$ cat src/rtl/rs_ldst_issue_ctrl.sv
// rs_ldst_issue_ctrl
// Allocation and issue control for an in-order load/store reservation station.
// The entries form a circular FIFO: dispatch writes at tail, issue reads at
// head, so memory operations leave the station strictly in program order.
//
// Ports
//   clk, rst_n           clock, asynchronous active-low reset
//   i_dp_req1/i_dp_req2  dispatch slots 1/2 carry a load/store
//   o_alloc_ok           room for every requested slot this cycle
//   o_wr_en              per-entry write enable for the allocated entries
//   o_wr_sel1/o_wr_sel2  entry index for slot 1/slot 2 payload muxing
//   i_ent_busy           busy flag of each entry
//   i_ent_vld            entry busy and both operands ready
//   i_lsu_rdy            load/store unit accepts an issue
//   o_rd_en              one-hot issue read enable
//   o_issue_vld          an entry issues this cycle
//   o_issue_sel          index of the issuing entry
//   i_flush              discard every queued entry
//   o_count              number of occupied entries
//   o_order_err          sticky: head entry not busy while the queue is non-empty
module rs_ldst_issue_ctrl #(
  parameter int RS_ENT_NUM = 4,
  parameter int RS_ENT_SEL = 2
) (
  input  logic                  clk,
  input  logic                  rst_n,
  input  logic                  i_dp_req1,
  input  logic                  i_dp_req2,
  output logic                  o_alloc_ok,
  output logic [RS_ENT_NUM-1:0] o_wr_en,
  output logic [RS_ENT_SEL-1:0] o_wr_sel1,
  output logic [RS_ENT_SEL-1:0] o_wr_sel2,
  input  logic [RS_ENT_NUM-1:0] i_ent_busy,
  input  logic [RS_ENT_NUM-1:0] i_ent_vld,
  input  logic                  i_lsu_rdy,
  output logic [RS_ENT_NUM-1:0] o_rd_en,
  output logic                  o_issue_vld,
  output logic [RS_ENT_SEL-1:0] o_issue_sel,
  input  logic                  i_flush,
  output logic [RS_ENT_SEL:0]   o_count,
  output logic                  o_order_err
);

  localparam logic [RS_ENT_SEL+1:0] CAPACITY = (RS_ENT_SEL+2)'(RS_ENT_NUM);

  logic [RS_ENT_SEL-1:0] head;
  logic [RS_ENT_SEL-1:0] tail;
  logic [RS_ENT_SEL:0]   count;
  logic                  order_err;

  logic [RS_ENT_SEL-1:0] head_nxt;
  logic [RS_ENT_SEL-1:0] tail_nxt;
  logic [RS_ENT_SEL:0]   count_nxt;
  logic                  order_err_nxt;

  logic [1:0]            nreq;
  logic [1:0]            nalloc;
  logic [RS_ENT_SEL+1:0] need;
  logic                  alloc_ok;
  logic                  issue_vld;
  logic                  not_empty;
  logic [RS_ENT_SEL-1:0] sel1;
  logic [RS_ENT_SEL-1:0] sel2;

  assign not_empty = (count != '0);

  // Allocation check uses the registered count only; an issue in the same
  // cycle does not make its slot available until the next cycle.
  assign nreq     = {1'b0, i_dp_req1} + {1'b0, i_dp_req2};
  assign need     = {1'b0, count} + {{RS_ENT_SEL{1'b0}}, nreq};
  assign alloc_ok = (need <= CAPACITY) && !i_flush;
  assign nalloc   = alloc_ok ? nreq : 2'd0;

  // Slot 2 packs directly behind slot 1 only when slot 1 is used.
  assign sel1 = tail;
  assign sel2 = i_dp_req1 ? tail + RS_ENT_SEL'(1) : tail;

  // Issue only ever looks at head, so a younger ready entry can never pass
  // a head that is still waiting for operands.
  assign issue_vld = not_empty && i_ent_vld[head] && i_lsu_rdy && !i_flush;

  always_comb begin
    o_wr_en = '0;
    if (alloc_ok) begin
      if (i_dp_req1) o_wr_en[sel1] = 1'b1;
      if (i_dp_req2) o_wr_en[sel2] = 1'b1;
    end
  end

  always_comb begin
    o_rd_en = '0;
    if (issue_vld) o_rd_en[head] = 1'b1;
  end

  always_comb begin
    head_nxt      = head + RS_ENT_SEL'(issue_vld);
    tail_nxt      = tail + RS_ENT_SEL'(nalloc);
    count_nxt     = count + (RS_ENT_SEL+1)'(nalloc) - (RS_ENT_SEL+1)'(issue_vld);
    order_err_nxt = order_err | (not_empty && !i_ent_busy[head]);
    if (i_flush) begin
      head_nxt  = '0;
      tail_nxt  = '0;
      count_nxt = '0;
    end
  end

  always_ff @(posedge clk or negedge rst_n) begin
    if (!rst_n) begin
      head      <= '0;
      tail      <= '0;
      count     <= '0;
      order_err <= 1'b0;
    end else begin
      head      <= head_nxt;
      tail      <= tail_nxt;
      count     <= count_nxt;
      order_err <= order_err_nxt;
    end
  end

  assign o_alloc_ok  = alloc_ok;
  assign o_wr_sel1   = sel1;
  assign o_wr_sel2   = sel2;
  assign o_issue_vld = issue_vld;
  assign o_issue_sel = head;
  assign o_count     = count;
  assign o_order_err = order_err;

endmodule
$ cat config.mk
export PLATFORM = sky130hd
export DESIGN_NAME = rs_ldst_issue_ctrl
export DESIGN_NICKNAME = d
export VERILOG_FILES = /design/src/rtl/rs_ldst_issue_ctrl.sv
export SDC_FILE = /design/constraint.sdc
export NUM_CORES = 1
export LEC_CHECK = 0
export CORE_UTILIZATION = 45
export CTS_BUF_LIST = sky130_fd_sc_hd__clkbuf_16
export DETAILED_ROUTE_END_ITERATION = 12
export GPL_ROUTABILITY_DRIVEN = 0
export PLACE_DENSITY = 0.85
export SLEW_MARGIN = 5
export SYNTH_ARGS = -nofsm -noshare
export SYNTH_HDL_FRONTEND = slang
export SYNTH_SLANG_ARGS = --single-unit
$ cat constraint.sdc
create_clock -name clk -period 7.5 [get_ports clk]
set_input_delay 1.5 -clock clk [delete_from_list [all_inputs] [get_ports clk]]
set_output_delay 1.5 -clock clk [all_outputs]
set_load 0.03 [all_outputs]
Word-level counts from Yosys, hierarchy flattened
Index checks and enable logic that the tools add are counted.
{ "word_totals": {"mem_bits_ro": 0, "ff_bits": 8, "mem_count": 0, "latchBits": 0, "output_inout_bits": 20, "elab_cells": 51, "mem_bits_rw": 0, "in_bits": 14} }
{ "classes": {"div": 0, "muxes": 20, "bitwise": 2, "order_cmp": 7, "reduce_logical": 11, "n_addsub": 7, "shift": 0, "mul": 0, "eq_ne": 0} }
{ "op_table": {"columns": ["operator", "n"], "rows": [
  ["$mux W4", 5],
  ["$lt A2 B3 Y1 const B", 3],
  ["$logic_and A1 B1 Y1", 8],
  ["$mux W2", 4],
  ["$demux W1 S2", 3],
  ["$ge A2 B1 Y1 const B", 3],
  ["$mux W1", 5],
  ["$add A3 B2 Y4", 1],
  ["$bmux W1 S2", 2],
  ["$le A4 B3 Y1 const B", 1],
  ["$or A4 B4 Y4", 1],
  ["$add A3 B2 Y3", 1],
  ["$mux W3", 1],
  ["$reduce_bool A3 Y1", 1],
  ["$sub A3 B1 Y3", 1],
  ["$add A1 B1 Y2", 1],
  ["$add A2 B1 Y2", 1],
  ["$add A2 B1 Y2 const B", 1],
  ["$add A2 B2 Y2", 1],
  ["$logic_not A1 Y1", 2],
  ["$or A1 B1 Y1", 1]
]} }

Depth between registers and ports, before layout
{ "depth": {"ltp_word": 9, "ltp_mapped": 16, "mapped_depth_nobuf": 16} }

Worst setup path after synthesis
No wires, ideal clock.
{ "synth_path": {"path_kind": "input-to-output", "from": "input i_dp_req1", "to": "output o_wr_en[0]", "n_path_buf": 0, "arrival_time_ns": 3.363, "slack_ns": 2.637, "required_ns": 6.000, "cell_stages": 7, "path_cell_list": "ha_1 -> ha_1 -> inv_1 -> fa_1 -> xnor2_1 -> a221o_1 -> a21oi_1"} }
{ "synth_via": {"elab_chain_len": 8, "word_cells_on_any_way": 15, "classes_between": "add/sub: 2; order compare: 3; mux: 7; bitwise: 1; reduce/logical: 2"} }
{ "synth_lines": {"columns": ["element", "line", "rtl"], "rows": [
  ["from (decl)", "27", "input logic i_dp_req1,"],
  ["$mux W2", "76", "assign sel2 = i_dp_req1 ? tail + RS_ENT_SEL'(1) : tail;"],
  ["$lt A2 B3 Y1 (not written as such) / $ge A2 B1 Y1 (equally long branches)", "86", "if (i_dp_req2) o_wr_en[sel2] = 1'b1;"],
  ["$logic_and A1 B1 Y1 (not written as such)", "86", null],
  ["$mux W1 (not written as such)", "86", null],
  ["$demux W1 S2", "86", null],
  ["$or A4 B4 Y4 (no line)", null, null],
  ["$mux W4", "86", null],
  ["$mux W4 *", "84", "if (alloc_ok) begin"],
  ["to (decl)", "30", "output logic [RS_ENT_NUM-1:0] o_wr_en,"]
]} }
Mark *: on every way between the ends. The rest lies on a longest branch, timed or not. The select of a mux whose other input is x is not followed.

Worst setup path after layout
Same ends and word-level chain as after synthesis.

==> summary.txt <==
Global routing
  • Total grt overflow: 0
  • Antenna violations before repair: 0
  • Pin count of the biggest net entering global routing: 10
  • Number of global-route vias before repair: 723
  • First-pass GRT wire length: 3190 µm
  • GR Util All Layers: 0.239

Clock tree
  • Cts bufs inserted: 3
  • Setup Buffers After CTS: 0
  • Hold buffers post-CTS: 0
  • Clk slew on worst S/H paths: 0.04 ns
  • Clock Tree Root: clkbuf_16
  • Worst skew pair latency: 0.23 ns
  • # resized after CTS: 0
  • CTS Sinks: 8
  • CTS H-tree depth: 1
  • TritonCTS clock tree: done
  • Clock Tree Buf Depth: 2

Timing
  • Maximum clock frequency: 170 MHz
  • Post-layout minimum cycle time: 5.89 ns
  • Worst Skew: 0.00131 ns
  • Period utilization: 0.785
  • Fin. Hold Viols: 0
  • Max-Slew Margin vs Limit: 0.743
  • Slew Viols, Final: 0
  • Final Setup Violations: 0
  • Unrepaired setup endpoints after global routing: no
  • Sum of negative setup slack: 0 ns
  • Worst-margin pin slew: 0.384 ns

Critical path
  • WP data arrival: 4.39 ns
  • Crit path kind: in -> out
  • Cell family with most CP delay: buffers and inverters
  • Slowest stage delay, CP: 0.68 ns
  • CP Capture Type: primary output
  • Worst path bufs/invs: 3
  • CP required: 6.00 ns
  • Slowest cell on the critical path: clkdlybuf4s50_1
  • CP startpoint kind: input pin
  • Critical path fanouts, max: 9
  • CP cell instances: clkdlybuf4s50_1 > ha_1 > ha_1 > inv_1 > fa_1 > nand2b_1 > a221o_1 > a21oi_1 > clkdlybuf4s50_1

Logic synthesis
  • Post-synthesis async set-or-reset flop share: 1.00
  • Syn avg cell area: 9.18 µm²
  • Most common cell in the netlist: ha_1
  • Seq/Total Area, Yosys: 0.254
  • Top post-synthesis cells by area: dfrtp_1 (25%), ha_1 (19%), mux4_2 (5.7%), xnor2_1 (5.5%), fa_1 (5.1%)
  • Synth warn: 0
  • Top cell type by total area after synthesis: dfrtp_1
  • Syn nets: 114
  • Area of the mapped netlist: 790 µm²
  • Share of the synthesized area in the top cell type: 0.254
  • Most used DFF post-synth: dfrtp_1
  • EDFF count, synth: 0
  • Post-synth top cells: ha_1 (12), inv_1 (9), dfrtp_1 (8)
  • Flops & latches, synth: 8
  • Yosys cell types: 27
  • Synthesized instance count: 86

Floorplan
  • Die Wd: 43.9 µm
  • # IOs: 34
  • Initial Util: 0.501
  • Row cnt: 14
  • Core ar.: 1580 µm²
  • Overall die area: 1930 µm²
  • Die Span Y: 43.9 µm

Pwr
  • PD cells: 273 nW/µm²
  • Peak supply drop: 0.230 mV
  • Total power: 0.330 mW
  • Static Leak: 0.521 nW

Detailed routing
  • DRT Pass-1 Iters: 10
  • Initial drt markers: 8
  • Final antenna-violating net count: 0
  • Vias per Instance: 5.38
  • Detailed Route WL: 1930 µm
  • Wire length per cell: 14.2 µm
  • Via count: 731
  • DRC Markers: 2

Worst hold path
  • HP Class: reg -> reg

Status
  • Failing checks: DRC
  • Status: complete, but fails checks

Placement
  • DPL Wire Length: 1550 µm
  • Placement Cell Area: 1130 µm²
  • Port bufs: 33

Finish
  • Synth-to-layout area growth: 52.9%
  • Diode count: 0
  • Nets@finish: 150
  • Final Instance Area: 1210 µm²
  • Share of cells above drive strength 1: 0.0667

Flow run
  • Max-cap violation count: 0
sequential cells by signal (all words and copies together), names as in the netlist:
| name | flops |
|---|---|
| o_issue_sel | 2 |
| o_order_err | 1 |
| o_count | 3 |
| o_wr_sel1 | 2 |
final timing paths:
| path | start | to | slack (ns) | cells past startpoint |
|---|---|---|---|---|
| max | i_dp_req1 | o_wr_en[0] | 1.61 | 9 |
| min | o_order_err | o_order_err | 0.47 | 1 |
| max reg2reg | o_count[0] | o_count[2] | 4.35 | 15 |
| min reg2reg | o_order_err | o_order_err | 0.47 | 1 |
| max in group asynchronous | rst_n | o_count[2] | 5.67 | 1 |
| min in group asynchronous | rst_n | o_issue_sel[0] | 1.56 | 1 |
kinds of logic (layout without fill, tap and decap cells):
kind of cell / count (synthesis) / in the layout / synth area share
adder cells (fa/ha/maj): 14 / 14 / 0.241
AO/OA/AOI/OAI: 12 / 12 / 0.0888
buffers and inverters: 12 / 46 / 0.0586
AND/OR/NAND/NOR: 31 / 31 / 0.216
XOR/XNOR: 6 / 6 / 0.0666
multiplexers: 3 / 3 / 0.0761
flip-flops: 8 / 8 / 0.254
placed cells by master (no fill, tap or decap), types with 2 or more instances in the layout:
cell / synthesis / final
xnor2_1: 5 / 5
a21oi_1: 4 / 4
fa_1: 2 / 2
nor3_1: 2 / 2
or3_1: 2 / 2
nor2b_1: 4 / 4
o21ai_0: 5 / 5
mux4_2: 2 / 2
inv_1: 9 / 9
nand2b_1: 2 / 2
nor2_1: 6 / 6
and3_1: 2 / 2
clkbuf_16: 0 / 3
nand2_1: 6 / 6
clkdlybuf4s50_1: 0 / 33
dfrtp_1: 8 / 8
nor3b_1: 3 / 3
ha_1: 12 / 12
worst reg2reg max path: stages (launching register included):
cell and delay, ns:
dfrtp_1 0.42, ha_1 0.19, inv_1 0.06, fa_1 0.48, nand2b_1 0.06, a221o_1 0.37, clkinv_2 0.10, nand2_1 0.09
ha_1 0.28, inv_1 0.06, ha_1 0.13, inv_1 0.04, fa_1 0.37, xnor2_1 0.18, xnor2_1 0.14, nor2_1 0.06
routing by layer:
| layer | wire length, µm | global-route usage |
|---|---|---|
| met1 | 747 | 0.250 |
| met2 | 1050 | 0.424 |
| met3 | 90 | 0.0667 |
| met4 | 43 | 0.139 |
| met5 | 0 | 0 |
final cells by class:
| type | count | area [µm²] |
|---|---|---|
| inverters | 10 | 38.8 |
| flip-flops and latches | 8 | 200 |
| repair buffers | 33 | 330 |
| fillers | 123 | 369 |
| well taps | 16 | 20.0 |
| clock buffers | 3 | 75.1 |
| multi-input cells | 66 | 543 |
through the flow:
| step | cells | util | hold slack (ns) | setup slack [ns] |
|---|---|---|---|---|
| floorplan | 86 | - | 0.670 | 2.64 |
| global placement | 133 | 0.718 | 0.460 | 1.68 |
| detailed placement | 133 | 0.718 | 0.461 | 1.62 |
| CTS | 136 | 0.766 | 0.473 | 1.63 |
| global route | 136 | 0.766 | 0.477 | 1.45 |
| finish | 136 | 0.766 | 0.469 | 1.61 |
report_power, final:
part           total (mW)  leakage [nW]  switching (mW)  internal [mW]
clock network      0.0889        0.0370          0.0203         0.0687
logic               0.173         0.381          0.0937         0.0794
registers          0.0679         0.103          0.0158         0.0521
total               0.330         0.521           0.130          0.200
Note: power is estimated with default switching activity, not from simulation.
